<file path="src/rtl/fifo_wr_arbiter.sv">
// ============================================================================
// fifo_wr_arbiter : round-robin burst arbiter sharing one FIFO write port
// Revision 1.0
// ============================================================================
`default_nettype none

module fifo_wr_arbiter #(
    parameter int N_REQ     = 4,
    parameter int WIDTH     = 8,
    parameter int MAX_BURST = 4
) (
    input  logic                                  clk_i,
    input  logic                                  rst_ni,
    input  logic [N_REQ-1:0]                      req_valid_i,
    input  logic [N_REQ*WIDTH-1:0]                req_data_i,
    output logic [N_REQ-1:0]                      req_ready_o,
    input  logic                                  fifo_full_i,
    output logic                                  fifo_wr_en_o,
    output logic [WIDTH-1:0]                      fifo_data_o,
    output logic [N_REQ-1:0]                      grant_o,
    output logic [((N_REQ > 1) ? $clog2(N_REQ) : 1)-1:0] grant_id_o,
    output logic                                  busy_o
);

    localparam int PTR_W = (N_REQ > 1) ? $clog2(N_REQ) : 1;
    localparam int CNT_W = $clog2(MAX_BURST + 1);

    localparam logic [0:0] S_IDLE  = 1'b0;
    localparam logic [0:0] S_BURST = 1'b1;

    logic [0:0]       state_q,    state_d;
    logic [PTR_W-1:0] rr_ptr_q,   rr_ptr_d;
    logic [PTR_W-1:0] lock_id_q,  lock_id_d;
    logic [CNT_W-1:0] beat_cnt_q, beat_cnt_d;

    logic             win_found;
    logic [PTR_W-1:0] win_idx;
    logic [PTR_W:0]   cand_sum;
    logic [PTR_W-1:0] cand_idx;
    logic             grant_vld;
    logic [PTR_W-1:0] grant_idx;
    logic             beat;

    function automatic logic [PTR_W-1:0] ptr_inc(input logic [PTR_W-1:0] p);
        return (p == PTR_W'(N_REQ - 1)) ? '0 : p + PTR_W'(1);
    endfunction

    // Search from rr_ptr upwards, wrapping modulo N_REQ (works for non-power-of-2 N_REQ)
    always_comb begin
        win_found = 1'b0;
        win_idx   = '0;
        cand_sum  = '0;
        cand_idx  = '0;
        for (int i = 0; i < N_REQ; i++) begin
            cand_sum = {1'b0, rr_ptr_q} + (PTR_W+1)'(i);
            if (cand_sum >= (PTR_W+1)'(N_REQ)) begin
                cand_sum = cand_sum - (PTR_W+1)'(N_REQ);
            end
            cand_idx = cand_sum[PTR_W-1:0];
            if (!win_found && req_valid_i[cand_idx]) begin
                win_found = 1'b1;
                win_idx   = cand_idx;
            end
        end
    end

    always_comb begin
        grant_vld = 1'b0;
        grant_idx = '0;
        if (state_q == S_BURST) begin
            grant_vld = 1'b1;
            grant_idx = lock_id_q;
        end else if (win_found) begin
            grant_vld = 1'b1;
            grant_idx = win_idx;
        end
        beat = grant_vld && req_valid_i[grant_idx] && !fifo_full_i;
    end

    always_ff @(posedge clk_i or negedge rst_ni) begin
        if (!rst_ni) begin
            state_q    <= S_IDLE;
            rr_ptr_q   <= '0;
            lock_id_q  <= '0;
            beat_cnt_q <= '0;
        end else begin
            state_q    <= state_d;
            rr_ptr_q   <= rr_ptr_d;
            lock_id_q  <= lock_id_d;
            beat_cnt_q <= beat_cnt_d;
        end
    end

    always_comb begin
        state_d    = state_q;
        rr_ptr_d   = rr_ptr_q;
        lock_id_d  = lock_id_q;
        beat_cnt_d = beat_cnt_q;
        case (state_q)
            S_IDLE: begin
                if (beat) begin
                    if (MAX_BURST == 1) begin
                        rr_ptr_d = ptr_inc(win_idx);
                    end else begin
                        state_d    = S_BURST;
                        lock_id_d  = win_idx;
                        beat_cnt_d = CNT_W'(1);
                    end
                end
            end
            S_BURST: begin
                if (!req_valid_i[lock_id_q]) begin
                    state_d    = S_IDLE;
                    rr_ptr_d   = ptr_inc(lock_id_q);
                    beat_cnt_d = '0;
                end else if (beat) begin
                    if (beat_cnt_q == CNT_W'(MAX_BURST - 1)) begin
                        state_d    = S_IDLE;
                        rr_ptr_d   = ptr_inc(lock_id_q);
                        beat_cnt_d = '0;
                    end else begin
                        beat_cnt_d = beat_cnt_q + CNT_W'(1);
                    end
                end
            end
            default: state_d = S_IDLE;
        endcase
    end

    // Outputs are gated by rst_ni so they drop immediately, not at the next edge
    always_comb begin
        fifo_wr_en_o = 1'b0;
        req_ready_o  = '0;
        grant_o      = '0;
        grant_id_o   = '0;
        busy_o       = 1'b0;
        fifo_data_o  = '0;
        if (rst_ni) begin
            busy_o = (state_q == S_BURST);
            if (grant_vld) begin
                grant_o     = N_REQ'(1) << grant_idx;
                grant_id_o  = grant_idx;
                fifo_data_o = req_data_i[grant_idx*WIDTH +: WIDTH];
            end
            if (beat) begin
                fifo_wr_en_o = 1'b1;
                req_ready_o  = N_REQ'(1) << grant_idx;
            end
        end
    end

endmodule

`default_nettype wire

</file>
<file path="config.mk">
export PLATFORM = sky130hd
export DESIGN_NAME = fifo_wr_arbiter
export DESIGN_NICKNAME = d
export VERILOG_FILES = /design/src/rtl/fifo_wr_arbiter.sv
export SDC_FILE = /design/constraint.sdc
export NUM_CORES = 1
export LEC_CHECK = 0
export BUFFER_PORTS_ARGS = -buffer_cell sky130_fd_sc_hd__buf_2
export CAP_MARGIN = 20
export CORE_AREA = 3 3 57 49
export CTS_CLUSTER_SIZE = 20
export DETAILED_ROUTE_END_ITERATION = 8
export DIE_AREA = 0 0 60 52
export PLACE_DENSITY_LB_ADDON = 0.25
export SKIP_LAST_GASP = 1
export SYNTH_ARGS = -nofsm -noshare
export SYNTH_HDL_FRONTEND = slang
export SYNTH_SLANG_ARGS = --single-unit
</file>
<file path="constraint.sdc">
create_clock -name clk_i -period 2.35 [get_ports clk_i]
set_input_delay 0.1175 -clock clk_i [delete_from_list [all_inputs] [get_ports clk_i]]
set_output_delay 0.1175 -clock clk_i [all_outputs]
set_load 0.005 [all_outputs]
</file>
# Yosys cells after proc, flatten, opt, wreduce, memory -nomap -nowiden
# Cells that the tools add are included.
[totals]
reg_bits = 8
inputBits = 39
output_inout_bits = 20
word_cells = 96
[op_classes]
add_sub_neg = 9
magnitude_cmp = 10
eq_ne = 6
shift = 2
muxes = 52
bitwise = 1
n_reduce_logical = 12
[op_table]
columns = ["operator", "n"]
rows = [
  ["$mux 2", 16],
  ["$shiftx 32x6->8", 1],
  ["$lt 2x3->1 const B", 6],
  ["$mux 1", 18],
  ["$mux 4", 4],
  ["$mux 8", 2],
  ["$bmux 1 s2", 6],
  ["$mux 3", 4],
  ["$ge 3x3->1 const B", 3],
  ["$sub 2x1->2 const B", 4],
  ["$add 2x2->3 const B", 2],
  ["$pmux 3 s2", 1],
  ["$logic_and 1x1->1", 5],
  ["$logic_not 1->1", 4],
  ["$ne 2x2->1 const B", 2],
  ["$reduce_and 2->1", 2],
  ["$shl 1x2->4 const A", 1],
  ["$add 2x1->3 const B", 1],
  ["$add 3x1->3 const B", 1],
  ["$eq 3x2->1 const B", 1],
  ["$ge 2x3->1 const B", 1],
  ["$ne 3x3->1 const B", 1],
  ["$reduce_and 3->1", 1],
  ["$add 2x1->2 const B", 1],
  ["4 further kinds", 4],
]

# Depth between registers and ports, before layout
[depth]
depth_word = 23
depth_mapped = 7
mapped_depth_nobuf = 6

# Least setup slack after synthesis
# OpenSTA, ideal clock, no wires.
[synth_path]
path_type = "register to output"
from = "register rr_ptr_q[1]"
to = "output port fifo_data_o[0]"
t_arrival_ns = 1.962
t_required_ns = 2.233
setup_slack_ns = 0.271
path_stages_with_launch = 7
n_path_buf = 1
cell_sequence = "dfrtp_1 mux2_1 o221ai_2 o21a_4 buf_4 mux4_2 and2_1"
[synth_between]
elab_chain_len = 19
elab_cells_between_ends = 44
cone_classes = "7 x add/sub; 4 x order compare; 1 x shift; 26 x mux; 6 x reduce/logical"
[synth_rtl]
columns = ["item", "line_no", "text"]
rows = [
  ["from (decl)", "32", "logic [PTR_W-1:0] rr_ptr_q, rr_ptr_d;"],
  ["from (signal assigned)", "88", "rr_ptr_q <= rr_ptr_d;"],
  ["parallel branches: the longest is 17 deep, another holds $add 2x1->3", "n/a", ""],
  ["$mux 8 (*)", "140", "if (grant_vld) begin"],
  ["$mux 8 (*)", "138", "if (rst_ni) begin"],
  ["to (decl)", "19", "output logic [WIDTH-1:0] fifo_data_o,"],
]
# Mark *: on every way between the ends. The select of a mux whose other input is x is not followed.

# Worst setup path after layout
[layout_path]
from = "register rr_ptr_q[1]"
to = "output port fifo_data_o[4]"
# Same word-level chain as after synthesis.

==> metrics.csv <==
metric,value,unit
cp_top_family,simple AND/OR/NAND/NOR gates,
yosys_warnings,0,
outcome,"complete, but fails checks",
max_cap_violations,0,
antenna_found_initial,0,
grt_pass1_vias,930,
crit_buf_inv,2,
port_buffers,58,
cts_tree,built,
reg2reg_depth,6,
clockPowerShare,0.061,
insertedDiodeCount,0,
fin_crit_sh,1.021,
vias,1040,
clock_latency,0.25,ns
die_area,3120,um^2
synth.avg_cell_area,9.684,um^2
synth_seq_cells,8,
initial_core_util,0.4003,
fin_hold_ws,0.2623,ns
setup_viol,8,
grt_setup_unrepaired,yes,
seqPwrFrac,0.177,
tightestPinTransition,0.4961,ns
fin_util,0.6056,
violations,setup timing,
min_path_type,in -> async,
routedWlPerCell,14.65,um
r2r-end,rr_ptr_q[0]$_DFFE_PN0P_,
p_sw,678.2,uW
clockBufferDepth,2,
syn-num-nets,137,
fmax,416.9,MHz
io_pins,59,
viasPerCell,5.474,
die_x,60,um
coreArea,2322,um^2
grt_pass1_wl,4.091,mm
powerDensity,1214,nW/um^2
drc_errors,0,
switching_share,0.3972,
gp_congestion,0.7833,
period_minus_slack,2.399,ns
hold_viol,0,
grt_overflow_total,0,
setup_slack,-0.04869,ns
path_class,reg -> out,
areaGrowthSynthToFinish,51.28,%
clkTransAtPathRegs,0.06,ns
cp-end-kind,output pin,
cp-start-kind,register,
wirelength,2.783,mm
intPower,1029,uW
htree_levels,1,
fin_nets,206,
synth-seq-area-share,0.2153,
cts_buffers,3,
worstReg2RegStart,rr_ptr_q[1]$_DFFE_PN0P_,
crit_path_top_delay_cell,mux4_2,
p_leak,0.0007102,uW
ir_drop,0.0007659,V
first_iter_violations,55,
die_h,52,um
grt_max_degree,15,
ys_types,38,
syn-cell-area,929.6,um^2
final_max_slew_viol_count,0,
path_max_fanout,6,
fin_tns_setup,-0.3002,ns
dpl.hpwl,2.121,mm
postRouteAntennaNets,0,
clock_sinks,8,
num_rows,16,
cp_cell_sequence,or3b_4 > o221ai_4 > o21a_4 > buf_12 > mux4_2 > and2_4 > buf_6,
r2r_slack,0.14,ns
relSlewSlack,0.6686,
crit_arrival,2.28,ns
fin_skew,0.009407,ns
p_comb_frac,0.762,
drt-pass1-iter-count,4,
cts-root-buf,clkbuf_4,
critPathMaxStageDelay,0.48,ns
critPathRequiredTime,2.23,ns
layout-drive-gt1-share,0.5767,
grt_use_total,0.1740,
synthCells,96,
## state kept, by name, summed over array words and instances, names as in the netlist
signal / flops
beat_cnt_q: 3
lock_id_q: 2
rr_ptr_q: 2
state_q: 1
## how the worst max path moves through the flow
stage | startpoint | endpoint | slack (ns) | cells after the start
after CTS | rr_ptr_q[1]$_DFFE_PN0P_ | fifo_data_o[2] | -0.05 | 7
after global placement | rr_ptr_q[1]$_DFFE_PN0P_ | rr_ptr_q[1]$_DFFE_PN0P_ | 0.13 | 6
final | rr_ptr_q[1]$_DFFE_PN0P_ | fifo_data_o[4] | -0.05 | 7
after detailed placement | rr_ptr_q[1]$_DFFE_PN0P_ | rr_ptr_q[0]$_DFFE_PN0P_ | 0.02 | 6
after floorplan | rr_ptr_q[1]$_DFFE_PN0P_ | fifo_data_o[0] | 0.27 | 6
after global routing | rr_ptr_q[1]$_DFFE_PN0P_ | fifo_data_o[4] | -0.12 | 7
## cells in the mapped netlist (all sizes together)
master	count	share of area
a21boi	1	0.0081
a21oi	2	0.011
a311oi	2	0.026
a31oi	2	0.013
and2	15	0.10
and3	3	0.020
buf	3	0.026
clkbuf	1	0.0040
dfrtp	8	0.22
ha	2	0.027
inv	5	0.020
mux2	4	0.048
mux2i	1	0.011
mux4	9	0.22
nand2	5	0.020
nand2b	5	0.034
nand3	3	0.016
nor2	7	0.028
nor2b	2	0.013
nor3	1	0.0054
nor4	1	0.0067
o211ai	1	0.0081
o21a	2	0.024
o21ai	1	0.0054
o221ai	1	0.016
o22ai	1	0.0067
o311ai	1	0.0094
o31a	2	0.019
o31ai	1	0.0081
or2	1	0.0067
or3	1	0.0067
or3b	1	0.0094
or4	1	0.0081
## power by group through the flow
stage / combinational [uW] / sequential [uW] / clock, uW
after floorplan: 783 / 262 / 0
after global placement: 1080 / 294 / 0
after detailed placement: 1100 / 298 / 0
after CTS: 1230 / 296 / 109
after global routing: 1410 / 317 / 115
final: 1300 / 302 / 104
## area by class of cell
class,count,area (um^2)
Clock buffer,3,22.52
Fill cell,206,915.9
Inverter,5,18.77
Multi-Input combinational cell,79,711.9
Sequential cell,8,201.4
Tap cell,27,33.78
Timing Repair Buffer,68,417.9
## metrics by stage
stage	total power [uW]	std cells	cell area [um^2]	worst slack, ns
after floorplan	1044	96	929.6	0.2706
after CTS	1633	190	1369	-0.04965
after detailed placement	1396	182	1276	0.02439
after global routing	1843	190	1406	-0.1214
after global placement	1373	182	1276	0.1250
final	1707	190	1406	-0.04869
## logic make-up (layout without fill, tap and decap cells)
group / Yosys count / in the layout / synth area share
AOI/OAI and AO/OA: 17 / 17 / 0.1548
adders and majority gates: 2 / 2 / 0.02691
buffers and inverters: 9 / 76 / 0.04979
DFF: 8 / 8 / 0.2153
muxes: 14 / 14 / 0.2772
and+or+nand+nor: 46 / 46 / 0.2759
## cell usage in the layout (no fill, tap or decap), types with 4 or more instances in the layout
cell      netlist  final
buf_4           1      7
and2_4          0      4
nor2_1          7      7
inv_1           5      5
buf_2           1     54
buf_6           1      4
nand2b_1        5      5
nand2_1         5      5
and2_1         15     10
dfrtp_1         8      7
mux4_2          9      9
## routing by layer
metal | GRT usage | up-vias | wire length, um
met5 | 0 | - | 0
met4 | 0.05535 | 0 | 38
met3 | 0.03474 | 4 | 255
met2 | 0.3147 | 52 | 1363
met1 | 0.2025 | 485 | 1126
li1 | - | 499 | -
## repair_timing
| item | 4_1_cts | 5_1_grt |
|---|---|---|
| cloned | 0 | 0 |
| pin swaps | 2 | 2 |
| hold endpoints to repair | 8 | 0 |
| hold buffers | 1 | 0 |
| setup buffers | 4 | 0 |
| resized for setup | 5 | 10 |
| endpoints found under the setup margin | 12 | 14 |
No activity file was read; power rests on OpenSTA's default activity.
